$ cat config.mk
export PLATFORM = sky130hd
export DESIGN_NAME = ula_74181_sync_flat
export DESIGN_NICKNAME = d
export VERILOG_FILES = /design/src/rtl/ula_74181_sync_if.sv /design/src/rtl/ula_74181_sync.sv /design/src/flat_wrapper.sv
export SDC_FILE = /design/constraint.sdc
export NUM_CORES = 1
export LEC_CHECK = 0
export CAP_MARGIN = 20
export CORE_MARGIN = 10
export CORE_UTILIZATION = 26
export CTS_CLUSTER_DIAMETER = 40
export DETAILED_ROUTE_END_ITERATION = 8
export GPL_TIMING_DRIVEN = 0
export PLACE_DENSITY_LB_ADDON = 0.25
export SLEW_MARGIN = 10
export SYNTH_ARGS = -nofsm -noshare
export SYNTH_HDL_FRONTEND = slang
export SYNTH_SLANG_ARGS = --single-unit
$ cat constraint.sdc
create_clock -name clk -period 5.35 [get_ports clk]
set_clock_uncertainty 0.05 [all_clocks]
set_input_delay 1.07 -clock clk [delete_from_list [all_inputs] [get_ports clk]]
set_output_delay 1.07 -clock clk [all_outputs]
set_load 0.1 [all_outputs]
$ cat src/rtl/ula_74181_sync_if.sv
// Operand/select/result bundle for the registered 74181-style ALU slice.
// The master drives operands and function select; the slave returns results.
interface ula_74181_sync_if;
    logic [3:0] a;
    logic [3:0] b;
    logic [3:0] s;
    logic       m;
    logic       c_in;
    logic [3:0] f;
    logic       a_eq_b;
    logic       c_out;

    modport master (
        output a, b, s, m, c_in,
        input  f, a_eq_b, c_out
    );

    modport slave (
        input  a, b, s, m, c_in,
        output f, a_eq_b, c_out
    );
endinterface

$ cat src/rtl/ula_74181_sync.sv
// Registered 4-bit ALU slice with the 74181 logic/arithmetic function set.
// One-cycle latency; carry chains to the next slice through c_in/c_out.
module ula_74181_sync (
    input  logic             clk,
    input  logic             rst_n,
    ula_74181_sync_if.slave  bus
);
    logic [3:0] f_d, f_q;
    logic       c_out_d, c_out_q;
    logic       a_eq_b_d, a_eq_b_q;

    logic [3:0] x, y, lf;
    logic [4:0] sum;

    // Arithmetic mode builds two addend terms from the select bits.
    always_comb begin
        x   = bus.a
            | (bus.b & {4{bus.s[0]}})
            | (~bus.b & {4{bus.s[1]}});
        y   = (bus.a & bus.b & {4{bus.s[3]}})
            | (bus.a & ~bus.b & {4{bus.s[2]}});
        sum = {1'b0, x} + {1'b0, y} + {4'b0, bus.c_in};
    end

    always_comb begin
        lf = 4'h0;
        case (bus.s)
            4'd0:  lf = ~bus.a;
            4'd1:  lf = ~(bus.a | bus.b);
            4'd2:  lf = ~bus.a & bus.b;
            4'd3:  lf = 4'h0;
            4'd4:  lf = ~(bus.a & bus.b);
            4'd5:  lf = ~bus.b;
            4'd6:  lf = bus.a ^ bus.b;
            4'd7:  lf = bus.a & ~bus.b;
            4'd8:  lf = ~bus.a | bus.b;
            4'd9:  lf = ~(bus.a ^ bus.b);
            4'd10: lf = bus.b;
            4'd11: lf = bus.a & bus.b;
            4'd12: lf = 4'hF;
            4'd13: lf = bus.a | ~bus.b;
            4'd14: lf = bus.a | bus.b;
            4'd15: lf = bus.a;
            default: lf = 4'h0;
        endcase
    end

    always_comb begin
        f_d     = sum[3:0];
        c_out_d = sum[4];
        if (bus.m) begin
            f_d     = lf;
            c_out_d = 1'b0;
        end
        a_eq_b_d = (f_d == 4'hF);
    end

    always_ff @(posedge clk) begin
        if (!rst_n) begin
            f_q      <= 4'h0;
            c_out_q  <= 1'b0;
            a_eq_b_q <= 1'b0;
        end else begin
            f_q      <= f_d;
            c_out_q  <= c_out_d;
            a_eq_b_q <= a_eq_b_d;
        end
    end

    assign bus.f      = f_q;
    assign bus.c_out  = c_out_q;
    assign bus.a_eq_b = a_eq_b_q;
endmodule

$ cat src/flat_wrapper.sv
// flat-port wrapper written by rule: the top's interface ports become plain ports
module ula_74181_sync_flat 
  (clk, rst_n, bus_a, bus_b, bus_s, bus_m, bus_c_in, bus_f, bus_a_eq_b, bus_c_out);
  ula_74181_sync_if bus_i ();
  input  logic clk;
  input  logic rst_n;
  input wire logic [$bits(bus_i.a)-1:0] bus_a;
  input wire logic [$bits(bus_i.b)-1:0] bus_b;
  input wire logic [$bits(bus_i.s)-1:0] bus_s;
  input wire logic [$bits(bus_i.m)-1:0] bus_m;
  input wire logic [$bits(bus_i.c_in)-1:0] bus_c_in;
  output wire logic [$bits(bus_i.f)-1:0] bus_f;
  output wire logic [$bits(bus_i.a_eq_b)-1:0] bus_a_eq_b;
  output wire logic [$bits(bus_i.c_out)-1:0] bus_c_out;
  assign bus_i.a = bus_a;
  assign bus_i.b = bus_b;
  assign bus_i.s = bus_s;
  assign bus_i.m = bus_m;
  assign bus_i.c_in = bus_c_in;
  assign bus_f = bus_i.f;
  assign bus_a_eq_b = bus_i.a_eq_b;
  assign bus_c_out = bus_i.c_out;
  ula_74181_sync u_core (.clk(clk), .rst_n(rst_n), .bus(bus_i));
endmodule
==> results.cfg <==
[sta]
drv_slew = 0
finalSetupViolCount = 0
final.setup.tns_ns = 0
tightestPinTransition_ns = 0.975
relSlewSlack = 0.348
rsz0062_at_grt = false
finalHoldViolCount = 0
fmax_mhz = 264
fin_crit_sh = 0.708
finalCriticalPeriod_ns = 3.79

[final_layout]
final_core_util = 0.332
synthToLayoutAreaGrowth_pct = 23.0
fin_cells = 270
register_area_um2 = 120
layout-drive-gt1-share = 0.145
antenna_cells = 0
nNetsFinal = 242
multiInputGateArea_mm2 = 0.00110
fillers = 590

[placed_design]
port_buffers = 19
post-place-cells = 267
dp_hpwl_um = 3140
routabilityCongestion = 0.869

[yosys]
synthCells = 178
synth_top_flop_cell = dfxtp_1
yosysTopAreaCell = ha_1
synth.most_common_cell = ha_1
synth_common_cells = ha_1 (22), inv_1 (18), nand2_1 (12), a21oi_1 (11), nor2_1 (11)
netlist_area_mm2 = 0.00139
synth_edf_count = 0
synth_area_per_cell_um2 = 7.80
async_reset_ff_frac = 0
synth_nets = 218
yosys_register_bits = 6
yosysSeqAreaShare = 0.0866
ys_top_cells_by_area = ha_1 (20%), dfxtp_1 (8.7%), inv_1 (4.9%)
synth_cell_types = 58
synth_top_area_share = 0.198
yosysWarnings = 0

[job]
maxCapViolations = 0

[cts]
cts_sinks = 6
htreeDepth = 1
postCtsHoldBufs = 0
cts-buffers-inserted = 3
cts_tree = built
clk_pin_slew_worst_paths_ns = 0.03
cts_setup_buffers = 0
cts_buffer_depth = 2
ctsResizeCount = 0
root_buffer = clkbuf_8

[global_routing]
use_met2 = 0.139
grt_start_max_net_pins = 11
grt-busiest-layer = met2
grt_pass1_vias = 1392
use_met1 = 0.124
gr-total-overflow = 0
antenna_found_initial = 0
globalRouteMet3Util = 0.0144
grt_pass1_wl_um = 6640
grtUsageTotal = 0.0898

[route]
drc = 0
drtIter0Drc = 113
ant_nets = 0
wl_um = 3980
firstDrtPassIters = 4
route.vias.total = 1373
wl_per_cell_um = 14.7
viasPerCell = 5.09

[status]
status = finished, final reports clean

[power_and_ir_drop]
irDropWorstVdd_mv = 0.101
power_uw = 281
p_leak_uw = 0.000737
power_density_mw_per_mm2 = 165

[floorplanning]
die_h_um = 93.1
die_area_mm2 = 0.00866
core_mm2 = 0.00514
num_io_pins = 22
start_util = 0.270
num_rows = 26
die_w_um = 93.1

[worst_setup_path]
arrival_ns = 3.87
startpoint_type = primary input
path_class = primary input to flip-flop
crit_fanout = 10
worstPathRequired_ns = 5.43
end_kind = flip-flop

[min_path]
hp-class = primary input to flip-flop
-- worst max-delay path: stages --
cell,delay (ns)
clkdlybuf4s50_1,0.44
buf_6,0.16
buf_6,0.15
buf_4,0.18
a22o_1,0.26
fa_1,0.43
inv_1,0.09
fa_1,0.41
a21o_1,0.20
a21oi_1,0.16
o2bb2ai_2,0.13
nor4b_2,0.20
-- report_power, final --
group          internal [uW]  switching [uW]
logic                   61.9             103
clock network           48.1            17.0
registers               49.8           0.976
-- stage by stage --
step                hold WS [ns]  setup slack (ns)  cell area, um2
detailed placement          1.47              1.33            1670
CTS                         1.24              1.55            1710
global placement            1.47              1.36            1670
finish                      1.24              1.56            1710
floorplan                   1.19              2.03            1390
global route                1.28              1.38            1710
-- per-layer routing --
metal / up-vias / part of all wire
li1: 689 / -
met1: 646 / 0.52
met2: 38 / 0.43
met3: 0 / 0.049
met4: 0 / 0
met5: - / 0
-- final timing paths --
kind,cells past startpoint,end,slack [ns],from
setup / recovery,12,u_core.bus.a_eq_b$_SDFF_PN0_,1.56,bus_s[3]
hold / removal,2,u_core.bus.c_out$_SDFF_PP0_,1.24,bus_m
-- final cells by class --
class | count | area share
multi-input cells | 140 | 0.645
repair buffers | 19 | 0.111
clock buffers | 3 | 0.0242
flip-flops and latches | 6 | 0.0704
plain buffers | 12 | 0.0535
well taps | 70 | 0.0513
inverters | 20 | 0.0440
-- layout by cell type (no fill, tap or decap), types with 2 or more instances in the layout --
cell type / count
inv_2: 2
fa_1: 2
a311oi_1: 2
mux2i_1: 2
nand3_1: 3
and2_1: 3
o22ai_1: 3
mux2_2: 2
buf_6: 4
a31oi_1: 3
nand2_1: 12
buf_4: 3
o32ai_1: 2
nor2b_1: 2
nor3_1: 4
a22o_1: 3
inv_1: 18
a21oi_1: 11
o211ai_1: 4
nor4_1: 2
o21ai_0: 9
a22oi_1: 2
nor2_1: 11
clkdlybuf4s50_1: 19
ha_1: 22
buf_2: 4
a21o_1: 4
nand2b_1: 3
clkbuf_8: 3
dfxtp_1: 6
-- state kept, by name, indices dropped and copies added (netlist names) --
name and count:
u_core.bus.f 4, u_core.bus.a_eq_b 1, u_core.bus.c_out 1
-- cell families (layout without fill, tap and decap cells) --
family	Yosys count	after routing	share of synthesized area
AO/OA/AOI/OAI	59	59	0.314
XOR/XNOR	2	2	0.0126
adder cells (fa/ha/maj)	24	24	0.227
buffers and inverters	32	54	0.120
flip-flops	6	6	0.0866
multiplexers	5	5	0.0415
AND/OR/NAND/NOR	50	50	0.198
Note: power is estimated with default switching activity, not from simulation.
